### src/rtl/motion_detect_sched.sv
// Input sequencer for motion_detect_top: routes the background frame to bg_gs, then sends the current frame to frame_gs/frame_hl in lock-step.
// Optional macro MODET_SCHED_STALL_CNT_EN adds a saturating downstream-stall cycle counter on stall_cycles.
module motion_detect_sched #(
    parameter int WIDTH  = 768,
    parameter int HEIGHT = 576
) (
    input  logic        clock,
    input  logic        reset,
    input  logic        start,
    input  logic        in_empty,
    input  logic [23:0] in_dout,
    output logic        in_rd_en,
    input  logic        bg_gs_full,
    output logic        bg_gs_we,
    output logic [23:0] bg_gs_din,
    input  logic        frame_gs_full,
    output logic        frame_gs_we,
    output logic [23:0] frame_gs_din,
    input  logic        frame_hl_full,
    output logic        frame_hl_we,
    output logic [23:0] frame_hl_din,
    input  logic        hl_out_empty,
    input  logic        hl_out_re,
    output logic        busy,
    output logic        done
`ifdef MODET_SCHED_STALL_CNT_EN
    ,
    output logic [31:0] stall_cycles
`endif
);

    localparam int N  = WIDTH * HEIGHT;
    localparam int CW = $clog2(N + 1);
    localparam logic [CW-1:0] LAST = CW'(N - 1);

    typedef enum logic [1:0] {IDLE, BG, FRAME, DRAIN} state_t;

    state_t          state_q;
    logic [CW-1:0]   in_cnt_q;
    logic [CW-1:0]   out_cnt_q;
    logic            done_q;

    logic bg_xfer;
    logic fr_xfer;
    logic xfer;
    logic pop;
    logic start_acc;

    always_comb begin
        bg_xfer   = (state_q == BG) && !in_empty && !bg_gs_full;
        fr_xfer   = (state_q == FRAME) && !in_empty && !frame_gs_full && !frame_hl_full;
        xfer      = bg_xfer || fr_xfer;
        pop       = hl_out_re && !hl_out_empty && (state_q != IDLE);
        // A start landing in the done cycle is dropped; the pass just finished.
        start_acc = (state_q == IDLE) && start && !done_q;
    end

    assign in_rd_en     = xfer;
    assign bg_gs_we     = bg_xfer;
    assign frame_gs_we  = fr_xfer;
    assign frame_hl_we  = fr_xfer;
    assign bg_gs_din    = (state_q == BG)    ? in_dout : 24'h0;
    assign frame_gs_din = (state_q == FRAME) ? in_dout : 24'h0;
    assign frame_hl_din = (state_q == FRAME) ? in_dout : 24'h0;
    assign busy         = (state_q != IDLE);
    assign done         = done_q;

    // NOTE: state registers use non-blocking assignments and an async reset, so every read sees pre-edge values.
    always_ff @(posedge clock or posedge reset) begin
        if (reset) begin
            state_q   <= IDLE;
            in_cnt_q  <= '0;
            out_cnt_q <= '0;
            done_q    <= 1'b0;
        end else begin
            done_q <= 1'b0;
            if (state_q == IDLE) begin
                if (start_acc) begin
                    state_q   <= BG;
                    in_cnt_q  <= '0;
                    out_cnt_q <= '0;
                end
            end else begin
                if (xfer) begin
                    if (in_cnt_q == LAST) begin
                        in_cnt_q <= '0;
                        state_q  <= (state_q == BG) ? FRAME : DRAIN;
                    end else begin
                        in_cnt_q <= in_cnt_q + 1'b1;
                    end
                end
                // Result completion wins over any phase advance in the same cycle.
                if (pop) begin
                    out_cnt_q <= out_cnt_q + 1'b1;
                    if (out_cnt_q == LAST) begin
                        done_q  <= 1'b1;
                        state_q <= IDLE;
                    end
                end
            end
        end
    end

`ifdef MODET_SCHED_STALL_CNT_EN
    logic [31:0] stall_q;
    logic        stall_hit;

    assign stall_hit = ((state_q == BG) || (state_q == FRAME)) && !in_empty && !xfer;

    always_ff @(posedge clock or posedge reset) begin
        if (reset) begin
            stall_q <= '0;
        end else if (start_acc) begin
            stall_q <= '0;
        end else if (stall_hit && (stall_q != 32'hFFFF_FFFF)) begin
            stall_q <= stall_q + 32'd1;
        end
    end

    assign stall_cycles = stall_q;
`endif

endmodule

### config.mk
export PLATFORM = sky130hd
export DESIGN_NAME = motion_detect_sched
export DESIGN_NICKNAME = d
export VERILOG_FILES = /design/src/rtl/motion_detect_sched.sv
export SDC_FILE = /design/constraint.sdc
export NUM_CORES = 1
export LEC_CHECK = 0
export CAP_MARGIN = 40
export CELL_PAD_IN_SITES_DETAIL_PLACEMENT = 0
export CELL_PAD_IN_SITES_GLOBAL_PLACEMENT = 2
export CORE_AREA = 10 10 114 116
export DETAILED_ROUTE_END_ITERATION = 10
export DIE_AREA = 0 0 124 126
export GPL_TIMING_DRIVEN = 0
export HOLD_SLACK_MARGIN = 0.06
export PLACE_DENSITY = 0.88
export SYNTH_ARGS = -nofsm -noshare
export SYNTH_HDL_FRONTEND = slang
export SYNTH_SLANG_ARGS = --single-unit
export TNS_END_PERCENT = 1
### constraint.sdc
create_clock -name clock -period 3 [get_ports clock]
set_input_delay 0.45 -clock clock [delete_from_list [all_inputs] [get_ports clock]]
set_output_delay 0.45 -clock clock [all_outputs]
set_load 0.01 [all_outputs]
* Word-level counts from Yosys, hierarchy flattened
Index checks and enable logic that the tools add are counted.
** Word-level totals
- Bits in registers :: 41
- Input bits :: 33
- Logic and storage cells :: 51
** Operators by class
- Add/sub/neg operators :: 2
- Eq/ne operators :: 5
- Mux-type cells :: 18
- Reduce and logical (&&, ||, !) cells :: 22
** Operators with widths (number)
- two-way mux 19 bit :: 6
- two-way mux 24 bit :: 2
- adder 19 x 1 -> 19 bit, second input constant :: 2
- == test 19 bit, second input constant :: 2
- two-way mux 2 bit :: 6
- logical AND 1 bit :: 9
- logical NOT 1 bit :: 6
- nonzero test 2 bit :: 3
- two-way mux 1 bit :: 4
- AND reduction 2 bit :: 2
- == test 2 x 1 -> 1 bit, second input constant :: 1
- == test 2 bit, second input constant :: 1
- logical NOT 2 bit :: 1
- != test 2 bit, second input constant :: 1
- logical OR 1 bit :: 1

* Logic depth before layout (Yosys ltp)
Gate-level depths: netlist of the first run.
- Depth in word-level cells :: 9
- Depth in mapped cells :: 8
- Gate-level depth less buffers :: 6

* Worst setup path after synthesis of the first run
Ideal clock, no wire load.
- Path kind :: reg-to-reg
- Start point :: register state_q[0]
- End point :: register in_cnt_q[4]
- Library setup time :: 128 ps
- Arrival :: 1861 ps
- Slack :: 1010 ps
- Cell stages (with the launch flop) :: 9
- Path buffers :: 2
- Period minus slack after synthesis :: 1990 ps
- Cell sequence :: dfrtp_1 buf_6 nor2_2 inv_1 nor3b_2 nor2_2 buf_2 o21ai_0 o31ai_1
** On the way
- Longest elaborated chain between the ends :: 7
** RTL lines
- from (decl) :: line 38 : state_t state_q;
- from (signal assigned) :: line 87 : state_q <= (state_q == BG) ? FRAME : DRAIN;
- == test 2 bit :: line 51 : fr_xfer = (state_q == FRAME) && !in_empty && !frame_gs_full && !frame_hl_full;
- logical AND 1 bit (3 in series) :: line 51
- logical OR 1 bit :: line 52 : xfer = bg_xfer || fr_xfer;
- nonzero test 2 bit (no source line)
- AND reduction 2 bit (no source line)
- to (signal assigned) :: line 89 : in_cnt_q <= in_cnt_q + 1'b1;
- to (decl) :: line 39 : logic [CW-1:0] in_cnt_q;
Parallel ways exist; a longest one is shown, timed or not.
A chain may end at the register's enable or synchronous reset.

* Worst setup path after layout of the first run
- Start point :: register state_q[1]
- End point :: output frame_hl_din[20]
** On the way
- Longest elaborated chain between the ends :: 2
** RTL lines
- == test 2 bit :: line 64 : assign frame_hl_din = (state_q == FRAME) ? in_dout : 24'h0;
- two-way mux 24 bit :: line 64
- to (decl) :: line 21 : output logic [23:0] frame_hl_din,
Every way passes these cells.

==> run_results.csv, run 1 <==
group,metric,value,unit
finish,drive_above_1_share,10.5,%
timing,fin_setup_tns,0,ns
power_and_ir_drop,max-vdd-ir-drop,0.155,mV
setup_path,cp-end-kind,"primary output",
yosys,synthArstFlopShare,100,%
route,dr.pass1.iters,4,
yosys,synth_warnings,0,
yosys,synth_nets,356,
route,ant_nets,0,
yosys,synth_top_area_share,37.8,%
setup_path,start_kind,"flip-flop",
global_routing,antenna_found_initial,0,
global_routing,grt_first_pass_wirelength,13.8,mm
clock_tree,cts_resized,0,
clock_tree,clkTransAtPathRegs,0.08,ns
setup_path,crit_type,"flip-flop to primary output",
clock_tree,cts_setup_buffers,0,
finish,num_antenna_cells,0,
floorplan,rows,38,
setup_path,reg2regPathDepth,7,
floorplan,initial_core_util,25.4,%
setup_path,slowest_delay,0.53,ns
placement,dp_hpwl,7.21,mm
yosys,mappedNetlistArea,2720,um^2
timing,rsz0062_at_grt,"no",
floorplan,ios,111,
placement,gp_congestion,0.768,
yosys,yosysUniqueCellTypes,41,
power_and_ir_drop,power.leakage,1.66,nW
timing,setup_viol,0,
global_routing,grt_pass1_vias,2416,
clock_tree,cts_made_buffers,5,
power_and_ir_drop,powerDensity,319,nW/um^2
yosys,yosys.cell_count.top_type,"and2_1",
setup_path,cpMaxStageDelayCell,"clkdlybuf4s50_1",
yosys,yosys.area.top_type,"dfrtp_1",
setup_path,rr_endpoint,"in_cnt_q[14]",
global_routing,grt.total_usage,10.9,%
setup_path,worstPathArrival,2.31,ns
route,wl_per_cell,15.4,um
timing,hold_violations,0,
setup_path,worst-r2r-setup-slack,0.42,ns
clock_tree,clock_latency,0.29,ns
timing,tightest_slew,0.831,ns
yosys,syn_avg_cell_area,8.47,um^2
route,vias,2631,
yosys,synthTopCellsByCount,"and2_1 (50), dfrtp_1 (41), o21ai_0 (27)",
timing,skew,0.00680,ns
yosys,yosys_most_used_dff,"dfrtp_1",
placement,port_buffers,110,
clock_tree,cts_tree,"built",
finish,area_growth,50.8,%
clock_tree,cts_root_buffer,"clkbuf_8",
floorplan,die_w,124,um
clock_tree,hold_buffers,0,
min_path,hold_path.class,"input port to async pin",
global_routing,grt_max_degree,25,
setup_path,worstPathRequired,2.55,ns
clock_tree,clockBufferDepth,2,
setup_path,cp_cell_sequence,"inv_1, nor2_2, clkbuf_1, and2_1, buf_4, clkdlybuf4s50_1",
run,max-cap-violations,0,
timing,maxSlewHeadroom,44.1,%
setup_path,cp_top_family,"buffers and inverters",
power_and_ir_drop,report.power.total,1.31,mW
yosys,synth_edf_count,0,
timing,min_period,2.76,ns
route,vias_per_cell,4.54,
finish,fin_nets,474,
setup_path,path_max_fanout,10,
setup_path,path_buf_inv,4,
timing,max_freq,363,MHz
clock_tree,h-tree-depth,2,
timing,finalCritPeriodShare,91.8,%
yosys,syn-instance-count,321,
route,drc,0,
route,drt_iter0_markers,94,
floorplan,chipHeight,126,um
floorplan,dieArea,15600,um^2
global_routing,grt-ovfl-total,0,
yosys,synthTopCellsByArea,"dfrtp_1 (38%), and2_1 (12%), buf_4 (6.9%)",
timing,holdWs,0.471,ns
setup_path,reg2reg_from,"state_q[1]",
timing,drv_slew,0,
floorplan,coreArea,10700,um^2
yosys,yosysSeqAreaShare,37.8,%
outcome,outcome,"complete, no violations",
yosys,synth_seq_cells,41,
route,wirelength,8.93,mm
clock_tree,cts.sinks,41,
-- cells in the final DEF (no fill, tap or decap), types with 4 or more instances in the layout --
cell type,count
nor2_1,19
nor3b_1,4
a21oi_1,14
dfrtp_1,41
buf_4,25
and2_1,50
o21ai_0,27
clkdlybuf4s50_1,110
clkbuf_8,5
nand2_1,17
nand3_1,25
or3_1,11
nand4_1,12
inv_1,10
xor2_1,8
clkbuf_1,8
-- report_power, final --
| part | internal (mW) | switching [mW] |
|---|---|---|
| Clock | 0.162 | 0.192 |
| Sequential | 0.602 | 0.0507 |
| Combinational | 0.176 | 0.126 |
| Total | 0.940 | 0.369 |
-- per-stage QoR --
step	instance area, um^2	instances	setup slack (ns)	utilization, %
2_1_floorplan	2720	321	1.01	-
3_3_place_gp	3990	571	0.338	37.3
3_5_place_dp	4010	572	0.292	37.5
4_1_cts	4100	580	0.0935	38.3
5_1_grt	4100	580	0.0441	38.3
6_report	4100	580	0.245	38.3
-- metal layers --
layer / vias to the layer above / share of wire [%] / track usage [%]
met4: 0 / 0.74 / 1.83
met1: 1261 / 41 / 13.4
met2: 30 / 55 / 19.5
met5: - / 0 / 0
met3: 6 / 2.7 / 1.83
li1: 1334 / - / -
-- worst register-to-register path, delay by kind of cell, from the launching register on --
family / cells / cell delay, ns
simple gates: 3 / 1.24
buf+inv: 2 / 0.49
flops: 1 / 0.46
compound gates: 2 / 0.29
-- worst max-delay path by stage --
| stage | startpoint | end | depth (start not counted) |
|---|---|---|---|
| 2_1_floorplan | state_q[0] | in_cnt_q[4] | 8 |
| 3_3_place_gp | frame_hl_full | in_cnt_q[16] | 7 |
| 3_5_place_dp | frame_gs_full | in_cnt_q[14] | 7 |
| 4_1_cts | state_q[1] | frame_hl_din[20] | 6 |
| 5_1_grt | state_q[0] | bg_gs_din[14] | 5 |
| 6_report | state_q[1] | frame_hl_din[20] | 6 |
-- layout make-up --
class                   instances  area [um^2]
inverters                      11         41.3
well taps                     140          175
repair buffers                111         1120
clock inverters                 2         10.0
fillers                      1112         6600
flip-flops and latches         41         1030
clock buffers                   6         72.6
multi-input cells             234         1410
plain buffers                  35          241
-- kinds of logic after synthesis --
kind of cell	Yosys count	share of synthesized area [%]
fa+ha+maj	2	0.921
xor+xnor	11	3.55
buf+inv	46	10.4
flops	41	37.8
simple gates	163	34.5
mux	3	1.11
compound gates	55	11.7
-- flip-flops by register name, summed over array words and instances (netlist names) --
name,count
in_cnt_q,19
out_cnt_q,19
state_q,2
done,1
No activity file was read; power rests on OpenSTA's default activity.
==> run 2, diff against run 1 <==
--- a/config.mk
+++ b/config.mk
@@ -14,6 +14,7 @@
 export GPL_TIMING_DRIVEN = 0
 export HOLD_SLACK_MARGIN = 0.06
 export PLACE_DENSITY = 0.88
+export REMOVE_ABC_BUFFERS = 1
 export SYNTH_ARGS = -nofsm -noshare
 export SYNTH_HDL_FRONTEND = slang
 export SYNTH_SLANG_ARGS = --single-unit
==> run 2 against run 1 <==
  * Routed wire length increased by 0.45%
  * Worst setup slack got worse by 0.073 ns
  * Combinational power decreased by 7.9%
  * Sequential power about the same
  * Fmax decreased by 2.6%
  * Clock power increased by 14%
  * Die area unchanged
  * Register-to-register slack improved by 0.26 ns
  * Utilization decreased by 1.7 points
  * Largest cell class unchanged
==> run_results.csv, run 2 (same netlist as run 1, synthesis figures left out) <==
group,metric,value,unit
outcome,outcome,"complete, no violations",
timing,min_period,2.83,ns
setup_path,worstPathArrival,2.38,ns
finish,post-route-cell-area,3920,um^2
setup_path,path_depth,5,
timing,hold_violations,0,
clock_tree,h-tree-depth,2,
placement,dpl_cell_area,3810,um^2
floorplan,rows,38,
setup_path,start_kind,"input port",
floorplan,dieArea,15600,um^2
clock_tree,clockBufferDepth,2,
timing,max_freq,354,MHz
clock_tree,cts_tree,"built",
clock_tree,cts.sinks,41,
setup_path,crit_type,"input port to primary output",
route,wl_met1,3.74,mm
power_and_ir_drop,power_frac_clock,30.3,%
timing,fin_setup_tns,0,ns
power_and_ir_drop,report.power.total,1.34,mW
finish,drive_above_1_share,5.88,%
finish,seqCellArea,1030,um^2
finish,area_growth,44.1,%
placement,port_buffers,110,
clock_tree,hold_buffers,0,
floorplan,chipHeight,126,um
route,route.met2.wl,4.95,mm
setup_path,worstPathRequired,2.55,ns
finish,layout_commonest_cell,"clkdlybuf4s50_1",
global_routing,grt_pass1_vias,2389,
timing,holdWs,0.485,ns
clock_tree,cts_made_buffers,5,
floorplan,die_w,124,um
route,drc,0,
setup_path,path_max_fanout,12,
power_and_ir_drop,internal_power,967,uW
floorplan,initial_core_util,25.4,%
placement,place_inst,540,
timing,fin_ws,0.172,ns
setup_path,slowest_delay,0.59,ns
finish,fin_nets,442,
clock_tree,clock_latency,0.29,ns
finish,num_antenna_cells,0,
clock_tree,cts_setup_buffers,0,
clock_tree,clkTransAtPathRegs,0.08,ns
floorplan,coreArea,10700,um^2
global_routing,grt_max_degree,24,
timing,drv_slew,0,
power_and_ir_drop,switching_share,27.7,%
setup_path,reg2regPathDepth,6,
timing,skew,0.00802,ns
route,dr.pass1.iters,4,
timing,maxSlewHeadroom,45.3,%
route,vias_per_cell,4.57,
route,drt_iter0_markers,119,
setup_path,rr_endpoint,"in_cnt_q[16]",
finish,reg_top3,"in_cnt_q: 19 flops, out_cnt_q: 19 flops, state_q: 2 flops",
route,vias,2504,
placement,dp_slack,-0.0341,ns
timing,setup_viol,0,
placement,gp_congestion,0.767,
timing,rsz0062_at_grt,"no",
route,ant_nets,0,
finish,fin_util,36.6,%
power_and_ir_drop,seq_power_share,48.9,%
global_routing,grt.total_usage,11.2,%
min_path,hold_path.class,"input port to async pin",
run,max-cap-violations,0,
timing,tightest_slew,0.813,ns
timing,finalCritPeriodShare,94.3,%
placement,dp_hpwl,7.22,mm
setup_path,worst-r2r-setup-slack,0.68,ns
setup_path,path_buf_inv,3,
power_and_ir_drop,pwr-share-comb,20.8,%
route,top_layer_used,"met4",
finish,nFillCells,1098,
setup_path,crit_path_start,"frame_gs_full",
finish,final_cell_mix,"clkdlybuf4s50_1 (110), and2_1 (50), dfrtp_1 (41)",
power_and_ir_drop,power.leakage,1.54,nW
global_routing,grt-ovfl-total,0,
route,wirelength,8.97,mm
global_routing,grt_first_pass_wirelength,14.1,mm
power_and_ir_drop,max-vdd-ir-drop,0.248,mV
setup_path,cp_top_family,"buffers and inverters",
route,wl_per_cell,16.4,um
finish,final_cells,548,
setup_path,critPathCapture,"in_rd_en",
setup_path,reg2reg_from,"state_q[1]",
setup_path,cpMaxStageDelayCell,"clkdlybuf4s50_1",
setup_path,cp_cell_sequence,"clkdlybuf4s50_1, nor4b_1, o21bai_2, inv_1, clkdlybuf4s50_1",
clock_tree,cts_root_buffer,"clkbuf_8",
floorplan,ios,111,
power_and_ir_drop,switching_power,370,uW
global_routing,antenna_found_initial,0,
setup_path,cp-end-kind,"primary output",
power_and_ir_drop,powerDensity,341,nW/um^2
route,wl_met3,209,um
setup_path,cpMostUsedCell,"clkdlybuf4s50_1",
finish,multi_input_area,1420,um^2
run 2: power by group through the flow:
stage	Combinational, mW	Clock [mW]	Sequential (mW)
2_1_floorplan	0.132	0	0.652
3_3_place_gp	0.274	0	0.662
3_5_place_dp	0.282	0	0.664
4_1_cts	0.284	0.414	0.654
5_1_grt	0.306	0.448	0.662
6_report	0.278	0.404	0.654
run 2: worst min path at each step:
stage                           start      endpoint  slack [ns]
after global placement    in_cnt_q[7]   in_cnt_q[7]        0.51
after floorplan           in_cnt_q[7]   in_cnt_q[7]        0.47
after detailed placement  in_cnt_q[7]   in_cnt_q[7]        0.51
after CTS                       reset  in_cnt_q[17]        0.51
final                           reset  out_cnt_q[2]        0.49
after global routing            reset  out_cnt_q[4]        0.52
run 2: cell type report:
cell class,count,share of cell area (%)
clock buffer,7,2.46
clock inverter,1,0.128
inverter,11,1.05
multi-input combinational,234,36.2
sequential,41,26.2
tap,140,4.47
timing repair buffer,114,29.5
run 2: worst register-to-register path, stage by stage, from the launching register on:
cell and delay [ns]:
dfrtp_1 0.47, nor2_2 0.43, inv_1 0.28, nor3b_2 0.47
nor2_2 0.24, o21ai_0 0.21, o21ai_0 0.10
run 2: routing by layer:
metal / global-route usage, % / vias up
li1: - / 1265
met4: 2.10 / 0
met1: 14.2 / 1204
met5: 0 / -
met3: 2.10 / 8
met2: 19.3 / 27
run 2: what timing repair did:
action / 4_1_cts / 5_1_grt
gates resized for setup: 1 / 2
pin swaps: 0 / 0
endpoints found under the setup margin: 1 / 3
